===== src/rtl/chip8_key_events.sv =====
// CHIP-8 keypad debounce, per-key press pulses and the FX0A
// press-then-release wait handshake.
module chip8_key_events #(
  parameter int unsigned DEBOUNCE_CYCLES = 16
) (
  input  logic        clk_in,
  input  logic        rst_n_in,
  input  logic [15:0] key_raw_in,
  output logic [15:0] key_state_out,
  output logic [15:0] key_down_out,
  input  logic        wait_req_in,
  input  logic        cancel_in,
  output logic        wait_busy_out,
  output logic        wait_done_out,
  output logic [3:0]  wait_key_out
);

  localparam int unsigned CW = $clog2(DEBOUNCE_CYCLES + 1);
  localparam logic [CW-1:0] CNT_MAX = CW'(DEBOUNCE_CYCLES - 1);

  typedef enum logic [1:0] {
    IDLE,
    PRESS,
    RELEASE
  } state_e;

  logic [CW-1:0] cnt_q [16];
  logic [15:0]   deb_q;
  logic [15:0]   prev_q;
  logic [15:0]   rise;
  logic [3:0]    rise_idx;
  logic [3:0]    cap_q;
  logic [3:0]    cap_d;
  logic          done_d;
  state_e        state_q;
  state_e        state_d;

  assign key_state_out = deb_q;
  assign rise = deb_q & ~prev_q;

  always_ff @(posedge clk_in or negedge rst_n_in) begin
    if (!rst_n_in) begin
      deb_q <= '0;
      prev_q <= '0;
      key_down_out <= '0;
      for (int i = 0; i < 16; i++) begin
        cnt_q[i] <= '0;
      end
    end else begin
      prev_q <= deb_q;
      key_down_out <= rise;
      for (int i = 0; i < 16; i++) begin
        if (key_raw_in[i] == deb_q[i]) begin
          cnt_q[i] <= '0;
        end else if (cnt_q[i] == CNT_MAX) begin
          deb_q[i] <= key_raw_in[i];
          cnt_q[i] <= '0;
        end else begin
          cnt_q[i] <= cnt_q[i] + CW'(1);
        end
      end
    end
  end

  // Lowest index wins when several keys rise together.
  always_comb begin
    rise_idx = '0;
    for (int i = 15; i >= 0; i--) begin
      if (rise[i]) begin
        rise_idx = 4'(i);
      end
    end
  end

  always_comb begin
    state_d = state_q;
    cap_d = cap_q;
    done_d = 1'b0;
    unique case (state_q)
      IDLE: begin
        if (wait_req_in && !cancel_in) begin
          state_d = PRESS;
        end
      end
      PRESS: begin
        if (cancel_in) begin
          state_d = IDLE;
        end else if (|rise) begin
          cap_d = rise_idx;
          state_d = RELEASE;
        end
      end
      RELEASE: begin
        if (cancel_in) begin
          state_d = IDLE;
        end else if (!deb_q[cap_q]) begin
          state_d = IDLE;
          done_d = 1'b1;
        end
      end
      default: state_d = IDLE;
    endcase
  end

  always_ff @(posedge clk_in or negedge rst_n_in) begin
    if (!rst_n_in) begin
      state_q <= IDLE;
      cap_q <= '0;
      wait_busy_out <= 1'b0;
      wait_done_out <= 1'b0;
      wait_key_out <= '0;
    end else begin
      state_q <= state_d;
      cap_q <= cap_d;
      wait_busy_out <= (state_d != IDLE);
      wait_done_out <= done_d;
      if (done_d) begin
        wait_key_out <= cap_q;
      end
    end
  end

endmodule


===== config.mk =====
export PLATFORM = sky130hd
export DESIGN_NAME = chip8_key_events
export DESIGN_NICKNAME = d
export VERILOG_FILES = /design/src/rtl/chip8_key_events.sv
export SDC_FILE = /design/constraint.sdc
export NUM_CORES = 1
export LEC_CHECK = 0
export ABC_AREA = 1
export CAP_MARGIN = 20
export CORE_MARGIN = 5
export CORE_UTILIZATION = 55
export DETAILED_ROUTE_END_ITERATION = 8
export PLACE_DENSITY = 0.75
export RECOVER_POWER = 100
export SLEW_MARGIN = 20
export SYNTH_ARGS = -nofsm -noshare
export SYNTH_HDL_FRONTEND = slang
export SYNTH_SLANG_ARGS = --single-unit

===== constraint.sdc =====
create_clock -name clk_in -period 4.4 [get_ports clk_in]
set_input_delay 0.66 -clock clk_in [delete_from_list [all_inputs] [get_ports clk_in]]
set_output_delay 0.66 -clock clk_in [all_outputs]
set_load 0.1 [all_outputs]

# [Yosys cells after proc, flatten, opt, wreduce, memory -nomap -nowiden]
# Cells that the tools add are included.
[word_totals] ff_bits=140 latch_bits=0 mem_bits_rw=0 romBits=0 inputBits=20 out_inout_bits=38 memories=0
[op_classes] add_sub_neg=16 n_mul=0 div=0 order_cmp=1 n_eq_ne=34 shift=0 muxes=59 n_bitwise=19 n_reduce_logical=22
[ops] operator="5-bit 2-to-1 mux" n=32
[ops] operator="5-bit by 1-bit adder with 5-bit output, second input constant" n=16
[ops] operator="5-bit by 4-bit == test with 1-bit output, second input constant" n=16
[ops] operator="4-bit 2-to-1 mux" n=16
[ops] operator="2-bit AND reduction" n=16
[ops] operator="1-bit NOT" n=17
[ops] operator="16-bit AND" n=1
[ops] operator="1-bit == test" n=16
[ops] operator="16-bit NOT" n=1
[ops] operator="16-bit OR reduction" n=1
[ops] operator="2-bit 2-to-1 mux" n=5
[ops] operator="2-bit one-hot mux with 3 select lines" n=1
[ops] operator="4-bit by 5-bit less-than comparator with 1-bit output, second input constant" n=1
[ops] operator="1-bit binary-select mux with 4-bit select" n=1
[ops] operator="1-bit 2-to-1 mux" n=4
[ops] operator="3-bit AND reduction" n=1
[ops] operator="2-bit by 1-bit == test with 1-bit output, second input constant" n=1
[ops] operator="2-bit == test, second input constant" n=1
[ops] operator="2-bit zero test" n=1
[ops] operator="2-bit nonzero test" n=1
[ops] operator="1-bit logical AND" n=1
[ops] operator="1-bit zero test" n=1

# [Longest topological paths before layout]
# Gate-level depths: netlist of the first run.
[depth] ltp_word=18 ltp_mapped=18 ltp_nobuf=18

# [Worst setup path before layout of the first run]
# OpenSTA, ideal clock, no wires.
[synth_path] path_kind="flip-flop to flip-flop" start="register deb_q[12], in the netlist key_state_out[12]" end="register cap_q[0]" t_arrival_ns=1.979 t_required_ns=4.284 path_slack_ns=2.305 path_stages_with_launch=17 n_path_buf=0 period_less_slack_ns=2.095 cell_sequence="dfrtp_1 -> inv_1 -> or2_1 -> nand2_1 -> nand2_1 -> nand2_1 -> nand2_1 -> nand2_1 -> nand2_1 -> nand2_1 -> nand2_1 -> nand2_1 -> nand2_1 -> nand2_1 -> nand2_1 -> nand2_1 -> nand2_1"
[synth_via] elab_chain_len=14 elab_cells_between_ends=16 cone_classes="13 x mux; 1 x bitwise; 2 x reduce/logical"
[synth_lines] element="from (decl)" line_no="28" rtl="logic [15:0] deb_q;"
[synth_lines] element="from (signal, indexed assignment)" line_no="56" rtl="deb_q[i] <= key_raw_in[i];"
[synth_lines] element="16-bit AND *" line_no="39" rtl="assign rise = deb_q & ~prev_q;"
[synth_lines] element="4-bit 2-to-1 mux (13 in a row)" line_no="69" rtl="if (rise[i]) begin"
[synth_lines] element="to (signal assigned)" line_no="114" rtl="cap_q <= cap_d;"
[synth_lines] element="to (decl)" line_no="32" rtl="logic [3:0] cap_q;"
# Mark *: on every way between the ends. The rest lies on a longest branch, timed or not.
# A chain may end at the register's enable or synchronous reset.

# [Final worst setup path of the first run]
[layout_path] start="register deb_q[13], in the netlist key_state_out[13]" end="output key_state_out[13]"
[layout_rtl] element="to (decl)" line_no="9" rtl="output logic [15:0] key_state_out,"
# No word-level cell between the ends.

==> results of run 1 <==
==> where the power goes <==
group,internal (µW),switching (µW)
registers,1410,98.4
logic,177,487
clock network,1060,516
==> registers in the layout, summed over array words and instances (netlist names) <==
name           cells
key_down_out      16
key_state_out     16
cnt_q             80
wait_key_out       4
state_q            2
wait_busy_out      1
cap_q              4
wait_done_out      1
prev_q            16
==> metal layers <==
metal / track usage / wire (µm) / share of wire / up-vias
li1: - / - / - / 1990
met2: 0.323 / 5660 / 0.50 / 88
met4: 0.0689 / 141 / 0.012 / 0
met5: 0 / 0 / 0 / -
met1: 0.256 / 5030 / 0.44 / 1930
met3: 0.0630 / 481 / 0.043 / 18
==> path summary, 6_finish.rpt <==
path	endpoint	cells after the start	from
max	key_state_out[13]	1	key_state_out[13]
min	key_down_out[1]	1	prev_q[1]
max reg2reg	wait_key_out[0]	8	cap_q[0]
min reg2reg	key_down_out[1]	1	prev_q[1]
max in group asynchronous	cnt_q[27]	2	rst_n_in
min in group asynchronous	cnt_q[24]	1	rst_n_in
==> per-stage QoR <==
stage	hold slack, ps	power, µW	worst slack, ps
after CTS	82.0	3820	1540
after global routing	440	3930	880
final	420	3750	1520
after global placement	409	2200	2150
after detailed placement	416	2230	2120
after floorplan	364	2000	2300
==> logic make-up (layout without fill, tap and decap cells) <==
kind of cell | after synthesis | in the layout
AND/OR/NAND/NOR | 228 | 228
flip-flops | 140 | 140
buffers and inverters | 79 | 169
AO/OA/AOI/OAI | 76 | 76
XOR/XNOR | 32 | 32
adder cells (fa/ha/maj) | 16 | 16
multiplexers | 1 | 1
==> placed cells by master (no fill, tap or decap) <==
cell type / Yosys / layout
dlygate4sd3_1: 0 / 54
clkdlybuf4s50_1: 0 / 2
xnor2_1: 16 / 16
a41oi_1: 1 / 1
nand3_1: 23 / 25
clkbuf_16: 0 / 16
xor2_1: 16 / 16
a21oi_1: 40 / 40
inv_1: 69 / 71
ha_1: 16 / 16
nor2_1: 77 / 79
nand2_2: 2 / 1
mux2_2: 1 / 1
nor3_1: 17 / 18
nand3_2: 3 / 1
bufinv_16: 0 / 6
o211ai_2: 1 / 1
and3_1: 16 / 16
clkinv_4: 0 / 1
clkbuf_8: 0 / 3
dfrtp_1: 140 / 140
nand2_1: 81 / 83
o21ai_1: 10 / 8
inv_2: 9 / 7
or2_0: 0 / 4
o31ai_1: 2 / 2
o32ai_1: 1 / 1
or2_2: 1 / 1
buf_4: 0 / 2
clkbuf_1: 0 / 2
o21ai_0: 21 / 23
clkinvlp_4: 0 / 1
clkinv_2: 0 / 4
==> cell type report <==
type | count | area, µm² | area share
inverters | 78 | 293 | 0.0414
flip-flops and latches | 140 | 3500 | 0.495
clock buffers | 20 | 445 | 0.0630
repair buffers | 59 | 579 | 0.0819
multi-input cells | 353 | 1860 | 0.263
clock inverters | 12 | 216 | 0.0306
well taps | 136 | 170 | 0.0241
==> results.toml, run 1 <==
[run_status]
outcome = "finished with violations"
violations = "max-capacitance violations, max-slew violations"

[min_path]
holdCritPathClass = "reg -> reg"

[cells_and_area]
design_area_um2 = 7070
area_growth_pct = 24.0
antenna_cells = 0
fillerInstances = 756
layout-drive-gt1-share = 0.0680
fin_util = 0.691
finalNonFillerCells = 798
nets = 685

[synthesis]
ys_ff_latch = 140
synth.top_cells.by_area = "dfrtp_1 (61%), nand2_1 (5.3%), nor2_1 (5.1%)"
synth-main-ff-cell = "dfrtp_1"
ys_types = 27
yosysTopAreaCell = "dfrtp_1"
yosys.area_share.simple = 0.176
synth_xor_area_frac = 0.0492
synthTopCellsByCount = "dfrtp_1 (140), nand2_1 (81), nor2_1 (77)"
syn-cell-area_um2 = 5700
avgSynthCellArea_um2 = 9.97
async_flop_share = 1.00
synth.mux.area_fraction = 0.00198
synth_fa_ha_area_frac = 0.0351
yosys_warnings = 0
syn-num-nets = 608
postSynthCellCount = 572
synth-compound-area-share = 0.0702
yosys.area.top_type_share = 0.615
synth_top_family_by_area = "simple AND/OR/NAND/NOR gates"
synth.most_common_cell = "dfrtp_1"
synth_edf_count = 0
yosysSeqAreaShare = 0.615

[detailed_routing]
vias_per_cell = 5.05
dr.pass1.iters = 4
vias = 4026
drt_iter0_drc = 206
drc = 0
wl_um = 11300
wire_per_inst_um = 14.2
ant_nets = 0

[power_and_ir_drop]
cellLeakagePower_uw = 0.00362
power.density_nw_per_um2 = 531
ir_worst_vdd_v = 0.000392

[critical_path]
crit_buf_inv = 1
cpPeakStageDelay_ps = 1240
path_cells = "dlygate4sd3_1"
crit_path_end_kind = "output port"
setup.worst_path.class = "reg -> out"
start_kind = "register"
critical_path.top_delay_family = "buffers and inverters"
crit_path_max_fanout = 6
critPathSlowestCell = "dlygate4sd3_1"
cp.arrival_ps = 2220
worstPathRequired_ps = 3740
r2r_slack_ps = 2330

[sta]
worstMarginPinSlew_ps = 2880
skew_ps = 8.57
final_max_slew_viol_count = 56
fmax_mhz = 347
setup-violations-final = 0
rsz0062_at_grt = "no"
finalCritPeriodShare = 0.654
setup-tns-final_ps = 0
finalCriticalPeriod_ps = 2880
slew_headroom = -0.917
hold_viol_final = 0

[clock_tree]
worstSkewPairLatency_ps = 530
cts-root-buf = "clkbuf_8"
htree_levels = 4
clock_sinks = 140
clk_pin_slew_ps = 60
post_cts_buffers = 0
cts_tree = "done"
post_cts_resized = 0
cts_buffer_depth = 2
hold_buffers = 0
numCtsBuffers = 17

[floorplan]
core_area_um2 = 10200
die_area_um2 = 12500
die_w_um = 112
die_y_um = 112
io_pins = 58
fp-row-count = 37
start_util = 0.557

[grt]
grt_pass1_wl_um = 19600
grt_antenna_before_repair = 0
track_usage = 0.200
grt_pass1_vias = 4158
grt_max_degree = 56
overflow = 0

[place]
hpwl_um = 8100
placed_cells = 766
gp_congestion = 0.809
portBuffers = 57
place_area_um2 = 6450

[run]
cap_violations = 1
Note: power is estimated with default switching activity, not from simulation.
==> run 2, diff against run 1 <==
==> constraint.sdc (replaced) <==
create_clock -name clk_in -period 2.9 [get_ports clk_in]
set_input_delay 0.435 -clock clk_in [delete_from_list [all_inputs] [get_ports clk_in]]
set_output_delay 0.435 -clock clk_in [all_outputs]
set_load 0.1 [all_outputs]
==> run 2 against run 1 <==
Against the previous run: the run now ends clean; clock power up 34%; cell count is 0.38% higher; sequential share of layout area is 2.1 points higher; combinational power increased by 41%; critical path depth did not move; cell area down 4.0%; clock-buffer cell count is 2 lower; total power grew 43%; clock skew decreased by 1.7 ps; global-route usage is 1.4 points lower; via count decreased by 2.1%; critical endpoint is now key_state_out[4]; largest cell class unchanged.
==> results.toml, run 2 (same netlist as run 1, synthesis figures left out) <==
[place]
dp_slack_ps = 1190
hpwl_um = 7710
gp_congestion = 0.770
portBuffers = 57

[min_path]
min_from = "prev_q[8]"
holdCritPathClass = "reg -> reg"

[cells_and_area]
fillerInstances = 789
top_register = "cnt_q"
layout-drive-gt1-share = 0.0677
fin_util = 0.664
area_growth_pct = 19.1
final_common_cell = "dfrtp_1"
final_cell_mix = "dfrtp_1 (140), nand2_1 (83), nor2_1 (78)"
antenna_cells = 0
largest_reg_flops = 80
nets = 688

[grt]
grt_max_degree = 74
overflow = 0
grt_pass1_wl_um = 18700
track_usage = 0.185
grt_antenna_before_repair = 0
grt_pass1_vias = 4015

[sta]
skew_ps = 6.90
finalCriticalPeriod_ps = 2300
worstMarginPinSlew_ps = 1210
finalCritPeriodShare = 0.792
hold_viol_final = 0
whs_ps = 411
rsz0062_at_grt = "no"
setup_ws_ps = 604
slew_headroom = 0.196
setup-violations-final = 0
final_max_slew_viol_count = 0
setup-tns-final_ps = 0
fmax_mhz = 436

[clock_tree]
numCtsBuffers = 17
clk_pin_slew_ps = 60
cts-root-buf = "clkbuf_8"
clock_sinks = 140
worstSkewPairLatency_ps = 510
cts_buffer_depth = 2
htree_levels = 4
post_cts_buffers = 0
post_cts_resized = 0
cts_tree = "done"

[critical_path]
critPathSlowestCell = "clkbuf_1"
crit_path_max_fanout = 5
critical_path.top_delay_family = "buffers and inverters"
cpPeakStageDelay_ps = 900
path_cells = "clkbuf_1"
start_kind = "register"
startpoint = "key_state_out[4]"
cp.arrival_ps = 1860
critical_path.reg2reg.startpoint = "key_state_out[4]"
setup.worst_path.class = "reg -> out"
crit_path_end_kind = "output port"
crit_buf_inv = 1
worstPathRequired_ps = 2470

[power_and_ir_drop]
power_uw = 5350
power.density_nw_per_um2 = 788
ir_worst_vdd_v = 0.000488
cellLeakagePower_uw = 0.00343

[run_status]
outcome = "finished clean"

[detailed_routing]
dr.pass1.iters = 5
wl_um = 10500
drc = 0
ant_nets = 0
wire_per_inst_um = 13.1
vias = 3943
vias_per_cell = 4.92
drt_iter0_drc = 270

[floorplan]
die_y_um = 112
fp-row-count = 37
io_pins = 58
core_area_um2 = 10200
start_util = 0.557
die_w_um = 112
die_area_um2 = 12500

[run]
cap_violations = 0
## run 2: power by group
part	total [µW]	switching (µW)	internal, µW
registers	2300	152	2140
clock network	2120	811	1310
logic	936	705	231
## run 2: worst paths after layout
kind | slack, ps | end | cells after the start
setup / recovery | 600 | key_state_out[4] | 1
hold / removal | 410 | key_down_out[8] | 1
setup reg to reg | 1080 | wait_busy_out | 10
hold reg to reg | 410 | key_down_out[8] | 1
max in group asynchronous | 1080 | cnt_q[63] | 3
min in group asynchronous | 480 | cnt_q[22] | 2
## run 2: layout make-up
class	instances	area [µm²]	share of cell area
multi-input cells	353	1870	0.276
flip-flops and latches	140	3500	0.516
repair buffers	62	363	0.0534
clock buffers	18	418	0.0616
clock inverters	14	171	0.0252
well taps	136	170	0.0251
inverters	78	293	0.0431
## run 2: metrics by stage
step	area, µm²	instances
2_1_floorplan	5700	572
3_3_place_gp	6370	768
3_5_place_dp	6370	768
4_1_cts	6970	801
5_1_grt	6790	801
6_report	6790	801
## run 2: per-layer routing
metal  vias up  part of all wire  wire (µm)  global-route usage
li1       1997                 -          -                   -
met1      1858              0.46       4850               0.241
met2        76              0.48       5050               0.299
met3        12             0.045        476              0.0603
met4         0             0.012        125              0.0527
met5         -                 0          0                   0
## run 2: timing repair
item	in CTS	in global routing
hold buffers	1	0
setup endpoints to repair	0	0
hold endpoints to repair	69	0
==> run 3, diff against run 2 <==
==> constraint.sdc (replaced) <==
create_clock -name clk_in -period 2.4 [get_ports clk_in]
set_input_delay 0.36 -clock clk_in [delete_from_list [all_inputs] [get_ports clk_in]]
set_output_delay 0.36 -clock clk_in [all_outputs]
set_load 0.1 [all_outputs]
==> run 3 against run 2 <==
Against the previous run: non-clock buffer count shrank 1; highest routed layer unchanged; routed wire length is 5.0% higher; global-route usage is 0.95 points higher; worst hold slack got worse by 140 ps; clock skew barely moved; register-to-register slack got worse by 560 ps; first-iteration DRC count shrank 20%; combinational power up 23%; clock-buffer cell count increased by 4; total power grew 23%.
==> results.toml, run 3 (same netlist as run 1, synthesis figures left out) <==
[critical_path]
worstPathRequired_ps = 2040
critical_path.top_delay_family = "buffers and inverters"
setup.worst_path.class = "reg -> out"
crit_path_end_kind = "output port"
cpPeakStageDelay_ps = 860
start_kind = "register"
critPathSlowestCell = "clkbuf_1"
path_cells = "clkbuf_1"
crit_buf_inv = 1
cp.arrival_ps = 1720
crit_path_max_fanout = 1

[sta]
setup-tns-final_ps = 0
setup-violations-final = 0
finalCritPeriodShare = 0.866
worstMarginPinSlew_ps = 1170
finalCriticalPeriod_ps = 2080
slew_headroom = 0.222
skew_ps = 6.90
final_max_slew_viol_count = 0
rsz0062_at_grt = "no"
hold_viol_final = 0
fmax_mhz = 481

[grt]
grt_pass1_wl_um = 19500
grt_antenna_before_repair = 0
grt_pass1_vias = 4180
grt_max_degree = 60
overflow = 0
track_usage = 0.195

[cells_and_area]
register_area_um2 = 3500
layout-drive-gt1-share = 0.122
fin_util = 0.671
fillerInstances = 803
largest_reg_flops = 80
antenna_cells = 0
nets = 687
top_register = "cnt_q"
multi_input_area_um2 = 1870
final_common_cell = "dfrtp_1"
design_area_um2 = 6870
area_growth_pct = 20.5
final_cell_mix = "dfrtp_1 (140), nand2_1 (82), nor2_1 (78)"

[detailed_routing]
vias_per_cell = 5.01
dr.pass1.iters = 4
drc = 0
wl_um = 11000
wire_per_inst_um = 13.8
vias = 4005
ant_nets = 0
drt_iter0_drc = 216

[clock_tree]
post_cts_buffers = 0
cts_tree = "done"
cts_buffer_depth = 2
numCtsBuffers = 17
worstSkewPairLatency_ps = 520
clk_pin_slew_ps = 60
htree_levels = 4
clock_sinks = 140
cts-root-buf = "clkbuf_8"

[floorplan]
die_y_um = 112
die_area_um2 = 12500
io_pins = 58
fp-row-count = 37
start_util = 0.557
core_area_um2 = 10200
die_w_um = 112

[power_and_ir_drop]
cellLeakagePower_uw = 0.00356
power.density_nw_per_um2 = 958
ir_worst_vdd_v = 0.000661

[min_path]
holdCritPathClass = "in -> async"

[run_status]
outcome = "finished clean"

[place]
portBuffers = 57
hpwl_um = 7780
place_area_um2 = 6370
gp_congestion = 0.833

[run]
cap_violations = 0
==> run 3: changes by cell type in the layout (fill, tap and decap cells not counted), sizes merged <==
cell	delta
buf	+3
clkinv	-3
clkinvlp	-1
==> run 3: final timing paths <==
check | end | cells after the start | slack, ps | startpoint
max reg2reg | wait_busy_out | 8 | 520 | key_state_out[12]
max | wait_done_out | 1 | 320 | wait_done_out
max in group asynchronous | cnt_q[73] | 3 | 1160 | rst_n_in
min | cnt_q[9] | 2 | 270 | rst_n_in
min in group clk_in | key_down_out[2] | 1 | 410 | prev_q[2]
min reg2reg | key_down_out[2] | 1 | 410 | prev_q[2]
==> run 3: timing repair <==
item                                    CTS  global route
endpoints found under the setup margin    0             0
endpoints found under the hold margin    24             0
hold buffers                              1             0
resized for setup                         0             0
==> run 3: final cells by class <==
cell class              instances  share of cell area
flip-flops and latches        140               0.510
multi-input cells             353               0.273
clock buffers                  22              0.0689
repair buffers                 61              0.0608
inverters                      78              0.0426
well taps                     136              0.0248
clock inverters                10              0.0200
==> run 3: power breakdown <==
group / internal [µW] / leakage, µW / switching, µW
Combinational: 297 / 0.00145 / 854
Clock: 1690 / 0.000297 / 958
Sequential: 2590 / 0.00181 / 189
==> run 3: layer usage <==
metal / global-route usage / wire [µm] / up-vias
met2: 0.317 / 5450 / 74
met5: 0 / 0 / -
met4: 0.0730 / 172 / 0
met1: 0.250 / 4940 / 1922
li1: - / - / 1995
met3: 0.0549 / 461 / 14
==> run 3: metrics by stage <==
stage          hold slack [ps]  setup WS [ps]  power, µW  cells
6_report                   275            323       6580    800
3_3_place_gp               242            744       3970    767
3_5_place_dp               248            726       4020    767
2_1_floorplan             64.4            305       3670    572
5_1_grt                    280            275       6900    800
4_1_cts                    262            649       6690    800
